<file path="src/rtl/regfile_write_arbiter.sv">
// Register-file write arbiter.
// Two requesters (writeback and debug/load) share one register-file write
// port. Arbitration is round-robin on ties, a write to index 0 is swallowed,
// and the winning request is presented on registered rf_* outputs one cycle
// after acceptance.
//
// Handshake: a transfer happens in any cycle where valid and ready are both
// high. Ready never looks at the requester's own valid, so a requester that
// sees ready low must hold valid, rd and data stable until it is accepted.
//
// Optional feature macro: REGFILE_CLEAR_EN. When defined, reset enters a
// CLEAR state that writes zero to indices 1..2**ADDR_W-1, one per cycle,
// with busy high and both readies low. When undefined, busy is tied low and
// requests are accepted from the first cycle after reset.
module regfile_write_arbiter #(
  parameter int DATA_W = 32,
  parameter int ADDR_W = 5
) (
  input  logic              clk,
  input  logic              rst_n,
  input  logic              wb_valid,
  input  logic [ADDR_W-1:0] wb_rd,
  input  logic [DATA_W-1:0] wb_data,
  output logic              wb_ready,
  input  logic              dbg_valid,
  input  logic [ADDR_W-1:0] dbg_rd,
  input  logic [DATA_W-1:0] dbg_data,
  output logic              dbg_ready,
  output logic              rf_we,
  output logic [ADDR_W-1:0] rf_waddr,
  output logic [DATA_W-1:0] rf_wdata,
  output logic              busy
);

  // High when the debug requester won the most recent transfer; reset value
  // (0 = writeback last) lets debug win the first tie.
  logic              last_dbg;
  logic              run;
  logic              wb_fire;
  logic              dbg_fire;
  logic              fire;
  logic [ADDR_W-1:0] sel_rd;
  logic [DATA_W-1:0] sel_data;

`ifdef REGFILE_CLEAR_EN
  typedef enum logic {
    CLEAR = 1'b0,
    RUN   = 1'b1
  } state_t;

  state_t            state;
  logic [ADDR_W-1:0] clr_idx;

  assign run  = (state == RUN);
  assign busy = (state == CLEAR);
`else
  assign run  = 1'b1;
  assign busy = 1'b0;
`endif

  // Each ready is blocked only by the other requester holding the grant
  // priority, so it is independent of the requester's own valid.
  assign wb_ready  = rst_n & run & (~dbg_valid | last_dbg);
  assign dbg_ready = rst_n & run & (~wb_valid | ~last_dbg);

  assign wb_fire  = wb_valid & wb_ready;
  assign dbg_fire = dbg_valid & dbg_ready;
  assign fire     = wb_fire | dbg_fire;

  // At most one side can fire, so the mux select only needs dbg_fire.
  assign sel_rd   = dbg_fire ? dbg_rd : wb_rd;
  assign sel_data = dbg_fire ? dbg_data : wb_data;

  // State, clear counter, grant pointer and registered write port.
  always_ff @(posedge clk) begin
    if (!rst_n) begin
      rf_we    <= 1'b0;
      rf_waddr <= '0;
      rf_wdata <= '0;
      last_dbg <= 1'b0;
`ifdef REGFILE_CLEAR_EN
      state    <= CLEAR;
      clr_idx  <= {{(ADDR_W-1){1'b0}}, 1'b1};
`endif
    end else begin
      rf_we <= 1'b0;
`ifdef REGFILE_CLEAR_EN
      if (state == CLEAR) begin
        rf_we    <= 1'b1;
        rf_waddr <= clr_idx;
        rf_wdata <= '0;
        clr_idx  <= clr_idx + 1'b1;
        // Last index reached: the counter wraps and arbitration starts.
        if (&clr_idx) begin
          state <= RUN;
        end
      end
`endif
      // Readies are low outside RUN, so fire cannot collide with clearing.
      if (fire) begin
        rf_we    <= (sel_rd != '0);
        rf_waddr <= sel_rd;
        rf_wdata <= sel_data;
        last_dbg <= dbg_fire;
      end
    end
  end

endmodule

</file>
<file path="config.mk">
export PLATFORM = sky130hd
export DESIGN_NAME = regfile_write_arbiter
export DESIGN_NICKNAME = d
export VERILOG_FILES = /design/src/rtl/regfile_write_arbiter.sv
export SDC_FILE = /design/constraint.sdc
export NUM_CORES = 1
export LEC_CHECK = 0
export BUFFER_PORTS_ARGS = -buffer_cell sky130_fd_sc_hd__buf_4
export CAP_MARGIN = 15
export CELL_PAD_IN_SITES_DETAIL_PLACEMENT = 0
export CELL_PAD_IN_SITES_GLOBAL_PLACEMENT = 1
export CORE_MARGIN = 4
export CORE_UTILIZATION = 25
export CTS_CLUSTER_SIZE = 40
export DETAILED_ROUTE_END_ITERATION = 7
export PLACE_DENSITY_LB_ADDON = 0.3
export SLEW_MARGIN = 20
export SYNTH_ARGS = -nofsm -noshare
export SYNTH_HDL_FRONTEND = slang
export SYNTH_SLANG_ARGS = --single-unit
</file>
<file path="constraint.sdc">
create_clock -name clk -period 1.1 [get_ports clk]
set_input_delay 0.165 -clock clk [delete_from_list [all_inputs] [get_ports clk]]
set_output_delay 0.165 -clock clk [all_outputs]
set_load 0.01 [all_outputs]
</file>
## Word-level counts from Yosys, hierarchy flattened

Cells that the tools add are included.

- Multiplexer cells: 2
- Bitwise operators: 10
- Reduce and logical (&&, ||, !) cells: 2

Operators with widths:

| cell | count |
|---|---|
| two-way mux 32 bit | 1 |
| two-way mux 5 bit | 1 |
| nonzero test 5 bit | 1 |
| bitwise AND 1 bit | 4 |
| inverter 1 bit | 3 |
| OR 1 bit | 3 |
| AND reduction 2 bit | 1 |

- Bits in registers: 39
- Bits of input ports: 78

## Longest topological paths before layout

Gate-level depths: netlist (run 1).

- Word-level depth: 6
- Mapped depth: 5
- Mapped depth without buffers: 4

## Worst setup path before layout (run 1)

OpenSTA, ideal clock, no wires.

- Kind: reg-to-reg
- From: register last_dbg
- To: register rf_waddr[1]
- Setup time: 0.128 ns
- Data arrival time: 1.062 ns
- Data required time: 0.972 ns
- Path slack: -0.090 ns
- Cell stages (with the launch flop): 6
- Path through: dfxtp_1 > a21boi_4 > nand2_8 > buf_8 > mux2i_1 > o21ai_1

- Word-level cells in the longest chain between the ends: 5
- Elaborated cells on any way between the ends: 9
- Classes of those cells: 1 x mux; 8 x bitwise

RTL lines:

| element | RTL line | source |
|---|---|---|
| start: declaration | 37 | `logic last_dbg;` |
| start signal: assignment | 104 | `last_dbg <= dbg_fire;` |
| inverter 1 bit * | 64 | `assign dbg_ready = rst_n & run & (~wb_valid \| ~last_dbg);` |
| OR 1 bit * | 64 |  |
| bitwise AND 1 bit * | 64 |  |
| named net dbg_ready | 28 | `output logic dbg_ready,` |
| bitwise AND 1 bit * | 67 | `assign dbg_fire = dbg_valid & dbg_ready;` |
| two-way mux 5 bit or OR 1 bit (tied branches) | 71, 68 |  |
| end signal: assignment | 102 | `rf_waddr <= sel_rd;` |
| end: declaration | 30 | `output logic [ADDR_W-1:0] rf_waddr,` |

Mark *: on every way through the listed nets, which the timed path passes. The rest lies on a longest branch.
A chain may end at the register's enable or synchronous reset.

## Worst setup path in the final report (run 1)

- From: register last_dbg
- To: output port wb_ready

- Word-level cells in the longest chain between the ends: 2

RTL lines:

| element | RTL line | source |
|---|---|---|
| OR 1 bit | 63 | `assign wb_ready = rst_n & run & (~dbg_valid \| last_dbg);` |
| bitwise AND 1 bit | 63 |  |
| end: declaration | 24 | `output logic wb_ready,` |

No other way between the ends.

==> results.yml, run 1 <==
synthesis:
  synth_area_sq_um: 1702
  synth_cell_types: 22
  synthesis.nets: 254
  ys_seq_area_share_pct: 45.88
  syn-mean-instance-area_sq_um: 9.668
  ys_seq_elements: 39
  yosysWarnings: 0
  synthCells: 176
global_routing:
  grt_overflow: 0
  grt_usage_pct: 12.59
  grt_max_degree: 30
  antenna_found_initial: 0
  first_global_vias: 1738
  grt_pass1_wl_mm: 8.404
sta:
  drv_slew: 0
  finalHoldViolCount: 0
  setup_viol: 39
  finClkSkew_ps: 4.554
  rsz0062_at_grt: "yes"
  period_share_pct: 115.9
  setup_tns_ps: -3406
  fin_crit_ps: 1275
  hold_ws_ps: 135.9
  clock.fmax_mhz: 784.2
  layout_setup_ws_ps: -175.2
worst_setup_path:
  reg2reg_depth: 5
  start_kind: "register"
  path_max_fanout: 4
  startpoint: "last_dbg"
  regToRegSetupSlack_ps: -130
  worst-setup-path-type: "reg -> out"
  r2r-start: "last_dbg"
  r2r-end: "rf_wdata[13]"
  critical_path_arrival_ps: 1110
  slowest_stage: "dfxtp_2"
  crit_path_end_kind: "primary output"
  max_stage_delay_ps: 350
  worstPathCellList: "nand2b_1 -> and2_2 -> buf_4"
  cp.required_ps: 940
  cp-endpoint: "wb_ready"
clocking:
  clock-root-buffer: "clkbuf_8"
  cts_buffers: 5
  cts.htree.levels: 2
  cts_tree: "done"
  path_clk_slew_ps: 70
  cts_sinks: 39
  clk_latency_ps: 290
  postCtsHoldBufs: 0
  cts_buffer_depth: 2
pwr:
  p_sw_w: 0.0008716
  p_per_area_nw_per_um2: 1178
  power_w: 0.003385
  seqPwrFrac_pct: 46.7
  leakagePower_nw: 1.455
  internal_power_w: 0.002514
  switching_share_pct: 25.75
  pwr-share-comb_pct: 24.3
  ir_drop_v: 0.0004894
  clock_power_share_pct: 28.9
floorplanning:
  die_h_um: 90.50
  io-pin-count: 119
  initial_core_util_pct: 26.20
  die-area_sq_um: 8190
  core_area_sq_um: 6495
  num_rows: 29
  die_w_um: 90.50
min_path:
  hold_path_class: "in -> reg"
  worstHoldStart: "dbg_data[28]"
layout:
  fin_cells: 379
  n_antenna_cell: 0
  fin_util_pct: 44.23
  drive_gt1_share_pct: 50.33
  area_growth_pct: 68.82
  nNetsFinal: 380
route:
  dr.first_iter.drc_count: 14
  via_per_inst: 4.393
  drtAntennaViolNets: 0
  wl_mm: 5.023
  dr.pass1.iters: 4
  remaining_drc_errors: 0
  vias: 1665
  wl_per_cell_um: 13.25
place:
  place_hpwl_mm: 3.911
  dp.cells: 371
  place_congestion: 0.6812
  io_buffers: 117
status:
  outcome: "finished with violations"
  violations: "setup timing"
job:
  cap_viol_max_count: 0
## through the flow
| step | worst slack [ps] | cell area [sq um] |
|---|---|---|
| 2_1_floorplan | -76.14 | 1703 |
| 4_1_cts | -190.8 | 2835 |
| 3_3_place_gp | -69.23 | 2740 |
| 5_1_grt | -226.7 | 2873 |
| 3_5_place_dp | -103.3 | 2740 |
| 6_report | -175.2 | 2873 |
## cells by family (layout without fill, tap and decap cells)
logic type | Yosys count | in the layout | share of synthesized area (%)
buf+inv | 11 | 137 | 5.294
other cells | 1 | 1 | 0.2204
mux | 37 | 37 | 22.06
compound gates | 42 | 42 | 13.75
flops | 39 | 39 | 45.88
simple gates | 46 | 46 | 12.79
## cells in the mapped netlist
cell      count  area share (%)
buf_8         3             2.6
o21a_1        1            0.44
mux2i_1      36              21
clkbuf_1      3            0.66
o21ai_1      30             8.8
o21ai_0       7             2.1
nand2_1      39             8.6
a21oi_1       1            0.29
nand2_8       1             1.2
a21boi_4      1             1.1
nor3b_4       1             1.1
o21ai_2       2             1.0
dfxtp_1      39              46
conb_1        1            0.22
and2_2        1            0.44
buf_2         3            0.88
and3_1        1            0.37
mux2_4        1            0.88
buf_6         1            0.66
buf_4         1            0.44
nor4_1        2            0.74
nand2b_1      1            0.37
## timing repair
| action | CTS | global route |
|---|---|---|
| buffers inserted | 0 | 1 |
| pin swaps | 1 | 0 |
| gates resized for setup | 3 | 9 |
| hold endpoints to repair | 0 | 0 |
| endpoints found under the setup margin | 40 | 40 |
## metal layers
| metal | GRT usage [%] | vias up | share of wire [%] | routed length (um) |
|---|---|---|---|---|
| li1 | - | 854 | - | - |
| met1 | 15.29 | 728 | 44 | 2218 |
| met2 | 19.70 | 76 | 45 | 2246 |
| met3 | 5.917 | 7 | 9.9 | 495 |
| met4 | 3.827 | 0 | 1.3 | 64 |
| met5 | 0 | - | 0 | 0 |
## power by group through the flow
stage | combinational, W | sequential (W) | clock [W]
final | 0.000824 | 0.00158 | 0.000979
after detailed placement | 0.000812 | 0.00161 | 0
after CTS | 0.000817 | 0.00158 | 0.00103
after floorplan | 0.000271 | 0.00166 | 0
after global placement | 0.000804 | 0.00161 | 0
after global routing | 0.000900 | 0.00159 | 0.00107
## worst max-delay path: cells and delay by family (launching register included)
family | cells | cell delay, ps
AND/OR/NAND/NOR | 2 | 340
flip-flops | 1 | 350
buffers and inverters | 1 | 140
## placed cells by master, fill, tap and decap left out, types with 2 or more instances in the layout
cell      count
mux2i_1      30
dfxtp_1      38
o21ai_1      31
clkbuf_8      6
nand2_1      39
o21ai_0       5
buf_12        5
nor4_1        2
o21ai_2       3
mux2i_2       6
buf_4       123
## area by class of cell
type | instances | area (sq um)
Sequential cell | 39 | 782.0
Tap cell | 77 | 96.34
Clock buffer | 6 | 82.58
Timing Repair Buffer | 130 | 1050
Multi-Input combinational cell | 126 | 857.1
Clock inverter | 1 | 5.005
Fill cell | 642 | 3622
## sequential cells by signal, summed over array words and instances (netlist names)
| register | flops |
|---|---|
| rf_wdata | 32 |
| last_dbg | 1 |
| rf_waddr | 5 |
| rf_we | 1 |
## how the worst min path moves through the flow
stage / end / slack (ps) / cells after the start
finish: rf_wdata[28] / 140 / 3
global route: rf_wdata[6] / 140 / 3
CTS: rf_wdata[26] / 130 / 3
detailed placement: rf_wdata[26] / 440 / 3
global placement: rf_wdata[10] / 420 / 3
floorplan: rf_waddr[1] / 340 / 2
No activity file was read; power rests on OpenSTA's default activity.
==> run 2: changes to the inputs <==
--- a/config.mk
+++ b/config.mk
@@ -13,7 +13,7 @@
 export CORE_UTILIZATION = 25
 export CTS_CLUSTER_SIZE = 40
 export DETAILED_ROUTE_END_ITERATION = 7
-export PLACE_DENSITY_LB_ADDON = 0.3
+export PLACE_DENSITY_LB_ADDON = 0.1
 export SLEW_MARGIN = 20
 export SYNTH_ARGS = -nofsm -noshare
 export SYNTH_HDL_FRONTEND = slang
==> results.yml, run 2 (synthesis results as in run 1) <==
min_path:
  hold_path_class: "in -> reg"
  worstHoldPathCells: 3
route:
  wl_per_cell_um: 13.26
  wl_mm: 4.999
  dr.first_iter.drc_count: 8
  drtAntennaViolNets: 0
  vias: 1663
  remaining_drc_errors: 0
  via_per_inst: 4.411
  dr.pass1.iters: 4
place:
  place_congestion: 0.6790
  dp.cells: 370
  place_hpwl_mm: 3.910
  io_buffers: 117
layout:
  drive_gt1_share_pct: 49.00
  n_antenna_cell: 0
  layout_common_cells: "buf_4 (120), nand2_1 (39), dfxtp_1 (38)"
  final_common_cell: "buf_4"
  reg_top3: "rf_wdata (32), rf_waddr (5)"
  area_growth_pct: 68.09
  fin_cells: 377
  nNetsFinal: 379
  largest_reg_flops: 32
  largest_register: "rf_wdata"
  fill_cells: 674
floorplanning:
  core_area_sq_um: 6495
  io-pin-count: 119
  num_rows: 29
  die-area_sq_um: 8190
  die_h_um: 90.50
  initial_core_util_pct: 26.20
  die_w_um: 90.50
pwr:
  pwr-share-comb_pct: 25.2
  switching_share_pct: 25.47
  p_sw_w: 0.0008365
  power_w: 0.003285
  leakagePower_nw: 1.455
  internal_power_w: 0.002448
  p_per_area_nw_per_um2: 1148
  ir_drop_v: 0.0006088
  seqPwrFrac_pct: 48.1
  clock_power_share_pct: 26.7
clocking:
  postCtsHoldBufs: 0
  clock-root-buffer: "clkbuf_8"
  clk_latency_ps: 280
  cts.htree.levels: 2
  cts_tree: "done"
  cts_buffers: 5
  cts_buffer_depth: 2
  path_clk_slew_ps: 70
  cts_sinks: 39
global_routing:
  grt_max_degree: 23
  grt_pass1_wl_mm: 8.093
  grt_usage_pct: 11.99
  first_global_vias: 1666
  antenna_found_initial: 0
  grt_overflow: 0
job:
  cap_viol_max_count: 0
sta:
  drv_slew: 0
  finClkSkew_ps: 6.273
  rsz0062_at_grt: "yes"
  setup_viol: 39
  finalHoldViolCount: 0
  fin_crit_ps: 1224
  clock.fmax_mhz: 816.9
  layout_setup_ws_ps: -124.2
  period_share_pct: 111.3
  hold_ws_ps: 136.7
worst_setup_path:
  reg2reg_depth: 5
  worst-setup-path-type: "reg -> out"
  crit_path_end_kind: "primary output"
  start_kind: "register"
  cp.required_ps: 940
  path_max_fanout: 3
  critical_path_arrival_ps: 1060
status:
  outcome: "finished with violations"
  violations: "setup timing"
[run 2: per-layer routing]
layer	GRT usage [%]	wire length [um]
met1	13.85	2102
met2	20.44	2384
met3	4.917	468
met4	3.061	44
met5	0	0
[run 2: power groups by stage]
stage | clock (W) | sequential (W) | combinational [W]
2_1_floorplan | 0 | 0.00166 | 0.000271
3_3_place_gp | 0 | 0.00161 | 0.000809
3_5_place_dp | 0 | 0.00161 | 0.000811
4_1_cts | 0.000930 | 0.00158 | 0.000837
5_1_grt | 0.000982 | 0.00159 | 0.000904
6_report | 0.000877 | 0.00158 | 0.000828
[run 2: area by class of cell]
cell class	count	area (sq um)	share of cell area, %
clock buffer	6	72.57	2.537
multi-input combinational	126	854.6	29.88
tap	77	96.34	3.368
timing repair buffer	129	1055	36.88
sequential	39	782.0	27.34
[run 2: worst paths after layout]
| kind | start | end | slack [ps] |
|---|---|---|---|
| hold reg to reg | rf_waddr[0] | rf_waddr[0] | 440 |
| hold / removal | dbg_data[19] | rf_wdata[19] | 140 |
| setup reg to reg | last_dbg | rf_wdata[12] | -100 |
| setup / recovery | last_dbg | dbg_ready | -120 |
[run 2: per-stage QoR]
step | utilization [%] | cell area [sq um] | TNS [ps] | worst slack (ps)
2_1_floorplan | - | 1703 | -2343 | -76.14
3_3_place_gp | 42.07 | 2733 | -1309 | -63.70
3_5_place_dp | 42.07 | 2733 | -1969 | -102.0
4_1_cts | 43.81 | 2845 | -3713 | -164.2
5_1_grt | 44.04 | 2860 | -5274 | -180.2
6_report | 44.04 | 2860 | -2646 | -124.2
[run 2: worst max-delay path, cell delays in order (launching register included)]
cell      delay [ps]
dfxtp_2          340
a21boi_4         210
buf_6            130
buf_6             90
[run 2: what timing repair did]
item                       in CTS  in global routing
setup buffers                   1                  0
resized for setup              14                  5
setup endpoints to repair      39                 40
pin swaps                       3                  3
==> run 3: changes to the inputs <==
--- a/config.mk
+++ b/config.mk
@@ -13,7 +13,7 @@
 export CORE_UTILIZATION = 25
 export CTS_CLUSTER_SIZE = 40
 export DETAILED_ROUTE_END_ITERATION = 7
-export PLACE_DENSITY_LB_ADDON = 0.1
+export PLACE_DENSITY = 0.84
 export SLEW_MARGIN = 20
 export SYNTH_ARGS = -nofsm -noshare
 export SYNTH_HDL_FRONTEND = slang
==> results.yml, run 3 (synthesis results as in run 1) <==
global_routing:
  first_global_vias: 1672
  grt_usage_pct: 11.76
  grt_max_degree: 21
  grt_pass1_wl_mm: 7.976
  grt_overflow: 0
  antenna_found_initial: 0
floorplanning:
  initial_core_util_pct: 26.20
  die-area_sq_um: 8190
  io-pin-count: 119
  die_h_um: 90.50
  die_w_um: 90.50
  num_rows: 29
  core_area_sq_um: 6495
pwr:
  ir_drop_v: 0.0005191
  p_sw_w: 0.0008484
  internal_power_w: 0.002698
  power_w: 0.003547
  p_per_area_nw_per_um2: 1215
  switching_share_pct: 23.92
  leakagePower_nw: 1.484
  clock_power_share_pct: 31.7
  pwr-share-comb_pct: 23.7
  seqPwrFrac_pct: 44.6
min_path:
  hold_path_class: "in -> reg"
sta:
  layout_setup_ws_ps: -162.4
  period_share_pct: 114.8
  finalHoldViolCount: 0
  fin_crit_ps: 1262
  setup_viol: 39
  clock.fmax_mhz: 792.1
  rsz0062_at_grt: "yes"
  finClkSkew_ps: 3.483
  drv_slew: 0
layout:
  largest_reg_flops: 32
  drive_gt1_share_pct: 50.17
  fill_cells: 636
  largest_register: "rf_wdata"
  final_common_cell: "buf_4"
  nNetsFinal: 381
  layout_common_cells: "buf_4 (124), nand2_1 (39), dfxtp_1 (38)"
  reg_top3: "rf_wdata (32), rf_waddr (5)"
  area_growth_pct: 71.54
  multi_input_area_sq_um: 862.1
  seqCellArea_sq_um: 784.5
  n_antenna_cell: 0
worst_setup_path:
  path_max_fanout: 3
  crit_path_end_kind: "primary output"
  critical_path_arrival_ps: 1100
  worst-setup-path-type: "reg -> out"
  cp.required_ps: 940
  start_kind: "register"
route:
  remaining_drc_errors: 0
  dr.pass1.iters: 3
  wl_per_cell_um: 13.24
  drtAntennaViolNets: 0
  vias: 1674
  dr.first_iter.drc_count: 29
  via_per_inst: 4.405
  wl_mm: 5.032
clocking:
  cts.htree.levels: 2
  postCtsHoldBufs: 0
  cts_buffer_depth: 2
  cts_sinks: 39
  clock-root-buffer: "clkbuf_8"
  clk_latency_ps: 280
  cts_tree: "done"
  cts_buffers: 5
  path_clk_slew_ps: 70
job:
  cap_viol_max_count: 0
place:
  io_buffers: 117
  place_hpwl_mm: 3.849
  pre_cts_ws_ps: -109.5
  place_congestion: 0.6850
status:
  outcome: "finished with violations"
  violations: "setup timing"
[run 3: cell types whose count changed in the layout (fill, tap and decap cells not counted), sizes merged]
cell,before,now
buf,129,130
bufinv,0,1
clkbuf,6,7
[run 3: metal layers]
metal  track usage [%]  up-vias  part of all wire, %
li1                  -      859                    -
met1             13.29      748                   42
met2             20.88       63                   51
met3             4.167        4                  6.8
met4             3.061        0                 0.56
met5                 0        -                    0
[run 3: stage by stage]
| stage | area (sq um) | util, % | instances | hold slack (ps) | setup TNS (ps) |
|---|---|---|---|---|---|
| floorplan | 1703 | - | 176 | 338.0 | -2343 |
| global placement | 2680 | 41.26 | 368 | 424.3 | -1147 |
| detailed placement | 2680 | 41.26 | 368 | 432.6 | -2471 |
| CTS | 2849 | 43.86 | 378 | 129.7 | -4070 |
| global route | 2919 | 44.94 | 380 | 138.1 | -6691 |
| finish | 2919 | 44.94 | 380 | 137.9 | -4185 |
[run 3: critical path, cell delays in order (launching register included)]
cell	delay (ps)
dfxtp_4	360
a21boi_4	200
buf_4	150
buf_4	110
[run 3: layout make-up]
| class | instances | area share [%] |
|---|---|---|
| well taps | 77 | 3.300 |
| flip-flops and latches | 39 | 26.88 |
| clock inverters | 1 | 1.029 |
| clock buffers | 6 | 2.486 |
| repair buffers | 131 | 36.78 |
| multi-input cells | 126 | 29.53 |
[run 3: worst paths after layout]
| kind | endpoint | start | slack, ps | depth (start not counted) |
|---|---|---|---|---|
| worst max-delay path | dbg_ready | last_dbg | -160 | 3 |
| worst max register to register | rf_wdata[1] | last_dbg | -140 | 5 |
| worst min register to register | rf_waddr[0] | rf_waddr[0] | 440 | 2 |
| worst min-delay path | rf_wdata[15] | dbg_data[15] | 140 | 3 |
[run 3: what timing repair did]
action	CTS	global route
gates cloned	2	1
setup endpoints to repair	39	40
resized for setup	10	10
hold endpoints to repair	0	0
pin swaps	0	5
setup buffers	1	1
[run 3: power by group through the flow]
stage          clock [W]  sequential, W  combinational [W]
6_report         0.00112        0.00158           0.000842
5_1_grt          0.00122        0.00159           0.000912
4_1_cts          0.00118        0.00158           0.000820
3_5_place_dp           0        0.00162           0.000781
3_3_place_gp           0        0.00161           0.000772
2_1_floorplan          0        0.00166           0.000271
